`src/rtl/dev_bridge.sv`:
```
`timescale 1ns/1ps
`default_nettype none
// ============================================================================
// Module   : dev_bridge
// Purpose  : CPU data-port bridge. Decodes M-stage accesses onto the data
//            memory (DM), NUM_TC timer channels, the interrupt generator (INT)
//            and a small local register block (BR). BR holds interrupt
//            pending/mask state and an unmapped-access error log.
// Config   : `define DEV_BRIDGE_IRQ_LATCH_EN -> PEND latches rising edges of
//            the IRQ sources (RW1C). When undefined, PEND reads the raw sources
//            and HWInt = src & MASK.
// Ports    : clk, reset                    - clock, sync active-high reset
//            cpu_m_data_* / cpu_m_inst_addr - CPU M-stage bus (in), rdata (out)
//            dm_m_data_* / dm_m_inst_addr   - data-memory side
//            m_int_addr, m_int_byteen       - interrupt generator side
//            tc_addr/tc_we/tc_wdata/tc_rdata/tc_irq - timer channels
//            ext_irq                        - external IRQ lines
//            HWInt                          - masked pending IRQs to the CPU
//            bus_err                        - one-cycle pulse after unmapped access
// BR map   : +0x0 PEND, +0x4 MASK, +0x8 ERR_ADDR (RO), +0xC ERR_CNT
// Revision : 1.0 - initial release
// ============================================================================
module dev_bridge #(
  parameter int          NUM_TC   = 2,
  parameter int          NUM_EXT  = 1,
  parameter logic [31:0] TC_BASE  = 32'h00007f00,
  parameter logic [31:0] DM_LIMIT = 32'h00002fff,
  parameter logic [31:0] INT_ADDR = 32'h00007f20,
  parameter logic [31:0] BR_BASE  = 32'h00007f30
) (
  input  logic                   clk,
  input  logic                   reset,
  input  logic [31:0]            cpu_m_data_addr,
  input  logic [31:0]            cpu_m_data_wdata,
  input  logic [3:0]             cpu_m_data_byteen,
  input  logic                   cpu_m_data_re,
  input  logic [31:0]            cpu_m_inst_addr,
  output logic [31:0]            cpu_m_data_rdata,
  output logic [31:0]            dm_m_data_addr,
  output logic [31:0]            dm_m_data_wdata,
  output logic [3:0]             dm_m_data_byteen,
  output logic [31:0]            dm_m_inst_addr,
  input  logic [31:0]            dm_m_data_rdata,
  output logic [31:0]            m_int_addr,
  output logic [3:0]             m_int_byteen,
  output logic [NUM_TC*30-1:0]   tc_addr,
  output logic [NUM_TC-1:0]      tc_we,
  output logic [31:0]            tc_wdata,
  input  logic [NUM_TC*32-1:0]   tc_rdata,
  input  logic [NUM_TC-1:0]      tc_irq,
  input  logic [NUM_EXT-1:0]     ext_irq,
  output logic [5:0]             HWInt,
  output logic                   bus_err
);

  localparam int         NSRC    = NUM_TC + NUM_EXT;
  // Bits of PEND/MASK that correspond to a real source.
  localparam logic [5:0] C_VALID = 6'h3f >> (6 - NSRC);

  logic [31:0]       addr;
  logic [1:0]        off;
  logic              sel_dm, sel_int, sel_br, any_sel;
  logic [NUM_TC-1:0] sel_tc;
  logic              access, wr_full, unmapped, br_wr;
  logic [5:0]        src, pend;

  logic [5:0]        r_mask;
  logic [31:0]       r_err_addr;
  logic [15:0]       r_err_cnt;
  logic              r_bus_err;

  assign addr    = cpu_m_data_addr;
  assign off     = addr[3:2];
  assign wr_full = (cpu_m_data_byteen == 4'b1111);
  assign access  = cpu_m_data_re | (|cpu_m_data_byteen);

  // Region decode; regions are disjoint so at most one select is active.
  assign sel_dm  = (addr <= DM_LIMIT);
  assign sel_int = (addr >= INT_ADDR) && (addr <= INT_ADDR + 32'd3);
  assign sel_br  = (addr >= BR_BASE)  && (addr <= BR_BASE + 32'd15);

  genvar g;
  generate
    for (g = 0; g < NUM_TC; g++) begin : g_tc
      localparam logic [31:0] C_BASE = TC_BASE + 32'(16 * g);
      // Only offsets 0x0..0x8 belong to a timer; 0xC falls through as unmapped.
      assign sel_tc[g]            = (addr >= C_BASE) && (addr <= C_BASE + 32'd11);
      assign tc_addr[g*30 +: 30]  = {28'b0, addr[3:2]};
      assign tc_we[g]             = sel_tc[g] & wr_full;
    end
  endgenerate

  assign any_sel  = sel_dm | sel_int | sel_br | (|sel_tc);
  assign unmapped = access & ~any_sel;
  assign br_wr    = sel_br & wr_full;

  // Pass-through paths
  assign dm_m_data_addr   = cpu_m_data_addr;
  assign dm_m_data_wdata  = cpu_m_data_wdata;
  assign dm_m_inst_addr   = cpu_m_inst_addr;
  assign dm_m_data_byteen = sel_dm ? cpu_m_data_byteen : 4'b0000;
  assign m_int_addr       = cpu_m_data_addr;
  assign m_int_byteen     = sel_int ? cpu_m_data_byteen : 4'b0000;
  assign tc_wdata         = cpu_m_data_wdata;

  // IRQ source vector: timers in the low bits, external lines above them.
  always_comb begin
    src                  = 6'b0;
    src[NUM_TC-1:0]      = tc_irq;
    src[NSRC-1:NUM_TC]   = ext_irq;
  end

`ifdef DEV_BRIDGE_IRQ_LATCH_EN
  logic [5:0] r_pend, r_src_q, rise, w1c;
  logic       r_hist_vld;

  // Edge detection is suppressed for the first cycle after reset so that a
  // source already high at release is not mistaken for a new edge.
  assign rise = r_hist_vld ? (src & ~r_src_q) : 6'b0;
  assign w1c  = (br_wr && (off == 2'd0)) ? cpu_m_data_wdata[5:0] : 6'b0;

  always_ff @(posedge clk) begin
    if (reset) begin
      r_pend     <= 6'b0;
      r_src_q    <= 6'b0;
      r_hist_vld <= 1'b0;
    end else begin
      // A new edge wins over a simultaneous clear of the same bit.
      r_pend     <= ((r_pend & ~w1c) | rise) & C_VALID;
      r_src_q    <= src;
      r_hist_vld <= 1'b1;
    end
  end

  assign pend = r_pend;
`else
  assign pend = src;
`endif

  assign HWInt   = pend & r_mask;
  assign bus_err = r_bus_err;

  always_ff @(posedge clk) begin
    if (reset) begin
      r_mask     <= C_VALID;
      r_err_addr <= 32'h0;
      r_err_cnt  <= 16'h0;
      r_bus_err  <= 1'b0;
    end else begin
      r_bus_err <= unmapped;
      if (unmapped)
        r_err_addr <= addr;
      if (br_wr && (off == 2'd1))
        r_mask <= cpu_m_data_wdata[5:0] & C_VALID;
      if (br_wr && (off == 2'd3))
        r_err_cnt <= 16'h0;
      else if (unmapped && (r_err_cnt != 16'hffff))
        r_err_cnt <= r_err_cnt + 16'd1;
    end
  end

  // Read mux; INT and unmapped addresses return zero.
  always_comb begin
    cpu_m_data_rdata = 32'h0;
    if (sel_dm) begin
      cpu_m_data_rdata = dm_m_data_rdata;
    end else if (sel_br) begin
      case (off)
        2'd0:    cpu_m_data_rdata = {26'b0, pend};
        2'd1:    cpu_m_data_rdata = {26'b0, r_mask};
        2'd2:    cpu_m_data_rdata = r_err_addr;
        default: cpu_m_data_rdata = {16'b0, r_err_cnt};
      endcase
    end else begin
      for (int i = 0; i < NUM_TC; i++)
        if (sel_tc[i]) cpu_m_data_rdata = tc_rdata[i*32 +: 32];
    end
  end

endmodule
`default_nettype wire

```
`config.mk`:
```
export PLATFORM = sky130hd
export DESIGN_NAME = dev_bridge
export DESIGN_NICKNAME = d
export VERILOG_FILES = /design/src/rtl/dev_bridge.sv
export SDC_FILE = /design/constraint.sdc
export NUM_CORES = 1
export LEC_CHECK = 0
export ABC_CLOCK_PERIOD_IN_PS = 2500
export BUFFER_PORTS_ARGS = -buffer_cell sky130_fd_sc_hd__buf_4
export CORE_AREA = 2 2 181 183
export CTS_BUF_LIST = sky130_fd_sc_hd__clkbuf_16
export CTS_CLUSTER_DIAMETER = 50
export CTS_CLUSTER_SIZE = 20
export DETAILED_ROUTE_END_ITERATION = 12
export DIE_AREA = 0 0 183 185
export PLACE_DENSITY = 0.46
export SLEW_MARGIN = 20
export SYNTH_ARGS = -nofsm -noshare
export SYNTH_HDL_FRONTEND = slang
export SYNTH_SLANG_ARGS = --single-unit
```
`constraint.sdc`:
```
create_clock -name clk -period 2.5 [get_ports clk]
set_input_delay 0.25 -clock clk [delete_from_list [all_inputs] [get_ports clk]]
set_output_delay 0.25 -clock clk [all_outputs]
set_load 0.01 [all_outputs]
```
==> out/qor.yml <==
yosys:
  ys_seq_area_share_pct: 20.3
  synth_area_leaders: "buf_4, dfxtp_1, nand2_1"
  ys_ff_latch: 52
  synth_edf_count: 0
  async_flop_share_pct: 0
  avgSynthCellArea_sq_um: 7.42
  netlist_instances: 692
  synth_cell_type_count: 48
  yosys_most_used_dff: "dfxtp_1"
  syn_area_sq_um: 5130
  ys_warn_count: 0
  yosysTopAreaCell: "buf_4"
  synth_top_area_share_pct: 33.2
grt:
  grt_usage_pct: 13.1
  overflow: 0
  grt_pass1_vias: 4716
  grt_max_degree: 40
  grt_pass1_wl_mm: 32.1
  antenna_found_initial: 1
pwr:
  p_per_area_nw_per_um2: 334
  leakagePower_nw: 2.89
  max-vdd-ir-drop_v: 0.000235
floorplanning:
  die_x_um: 183
  initial_core_util_pct: 16.0
  die-area_sq_um: 33900
  design.core.area_sq_um: 32000
  io_pins: 471
  die_h_um: 185
  placementRows: 66
worst_setup_path:
  worstPathArrival_ns: 2.24
  end_kind: "primary output"
  cp-startpoint: "cpu_m_data_addr[29]"
  cp_slowest_cell: "or4_4"
  start_kind: "input pin"
  criticalPathCategory: "in2out"
  required_ns: 2.25
  r2r_cells: 7
  cp_cell_sequence: "buf_6 > or4_4 > nor4_4 > nand3_2 > nor3_4 > buf_12 > buf_12 > a221o_1 > buf_6"
  critical_path.max_stage_delay_ns: 0.56
  crit_buf_inv: 4
  r2r_start: "r_err_cnt[0]"
  crit_family: "simple AND/OR/NAND/NOR gates"
  critPathMaxFanout: 8
  path_depth: 9
final_layout:
  layout_commonest_cell: "buf_4"
  antenna_cells_inserted: 0
  drive_gt1_share_pct: 40.5
  fin_nets: 998
  finalNonFillerCells: 1204
  area_growth_pct: 27.7
  layout_common_cells: "buf_4, nand2_1, conb_1, dfxtp_1, a21oi_1"
placement:
  io_buffers: 260
  place.gp.congestion: 0.749
  hpwl_mm: 19.5
  dpl.cell_count: 1194
clocking:
  clock_latency_ns: 0.31
  cts_hold_buf: 0
  cts_tree: "built"
  cts-buffers-inserted: 5
  clk_pin_slew_ns: 0.07
  clock_sinks: 52
  root_buffer: "clkbuf_16"
  htreeDepth: 2
  clockBufferDepth: 2
route:
  drt-initial-drc-count: 217
  drt_pass1_iterations: 4
  routed-via-count: 4983
  wl_per_cell_um: 19.8
  ant_nets: 0
  routed_wl_mm: 23.8
  remaining_drc_errors: 0
  via_per_inst: 4.14
min_path:
  hold_class: "in2reg"
  whs_path_depth: 3
  worst_hold_startpoint: "cpu_m_data_wdata[2]"
sta:
  min_period_ns: 2.49
  period_share_pct: 99.6
  final_hold_viol_count: 0
  rsz0062_at_grt: "yes"
  slew_headroom_pct: 52.6
  clock_skew_ns: 0.00727
  setup_violations: 0
  slew_violations: 0
  finalSetupTns_ns: 0
  worstMarginPinSlew_ns: 0.711
  max_freq_mhz: 402
job:
  maxCapViolCount: 0
run_status:
  status: "completed"
## worst register-to-register path: stages (launching register included)
cell,delay [ns]
dfxtp_1,0.44
ha_1,0.25
inv_1,0.08
or2_1,0.30
or4_1,0.59
nand2_1,0.20
or4_1,0.14
a21oi_1,0.06
## power breakdown
part	internal (mW)	switching [mW]	total, mW
Sequential	0.863	0.0280	0.891
Combinational	0.289	0.282	0.571
Clock	0.371	0.358	0.730
Total	1.52	0.668	2.19
## flip-flops by register name, indices dropped and copies added (netlist names)
name,count
r_err_cnt,16
r_err_addr,32
bus_err,1
r_mask,3
## routing by layer
| layer | up-vias | global-route usage, % | share of wire, % |
|---|---|---|---|
| met4 | 0 | 3.55 | 2.3 |
| met3 | 38 | 3.89 | 7.8 |
| met1 | 2349 | 15.5 | 41 |
| li1 | 2327 | - | - |
| met5 | - | 0 | 0 |
| met2 | 269 | 22.9 | 49 |
## kinds of logic after synthesis
logic type	after synthesis	share of synthesized area, %
compound gates	133	17.4
fa+ha+maj	1	0.244
buf+inv	269	36.8
flops	52	20.3
mux	22	5.02
other cells	1	0.0730
simple gates	214	20.2
## path summary, 6_finish.rpt
kind | end | slack, ns
setup reg to reg | r_err_cnt[15] | 0.31
setup / recovery | cpu_m_data_rdata[27] | 0.01
hold / removal | r_mask[2] | 0.19
hold reg to reg | r_err_addr[10] | 0.46
## repair_timing
action	in CTS	in global routing
setup buffers	0	1
cloned	0	1
pin swaps	0	6
endpoints found under the setup margin	4	7
gates resized for setup	2	11
## synthesized netlist by cell type, drive strengths merged, types with 2 or more instances
cell type and n:
nand3 14, mux2i 19, buf 235, mux4 3
or3 2, nand2b 5, clkbuf 26, or2 2
dfxtp 52, and4 4, and2 5, nor2 46
a22o 3, nand2 91, o21ai 21, a221o 16
nor3 6, nand4 9, a221oi 13, a21oi 50
or4 10, nor4 13, o31ai 7, and3 4
inv 8, a22oi 16
## cell type report
class                   count  area [sq um]
fillers                  3609         25500
well taps                 408           510
repair buffers            299          2370
clock buffers               5           125
multi-input cells         429          2460
inverters                   8          30.0
clock inverters             3          18.8
flip-flops and latches     52          1040
## per-stage QoR
step / utilization, % / cell area [sq um] / power (mW) / setup WS, ns / hold slack (ns)
final: 20.5 / 6560 / 2.19 / 0.0106 / 0.188
after CTS: 20.2 / 6480 / 2.23 / 0.0119 / 0.182
after detailed placement: 19.8 / 6330 / 1.48 / -0.0842 / 0.452
after global routing: 20.5 / 6560 / 2.31 / -0.0557 / 0.188
after floorplan: - / 5350 / 1.39 / 0.198 / 0.379
after global placement: 19.8 / 6330 / 1.48 / -0.0634 / 0.449
No activity file was read; power rests on OpenSTA's default activity.
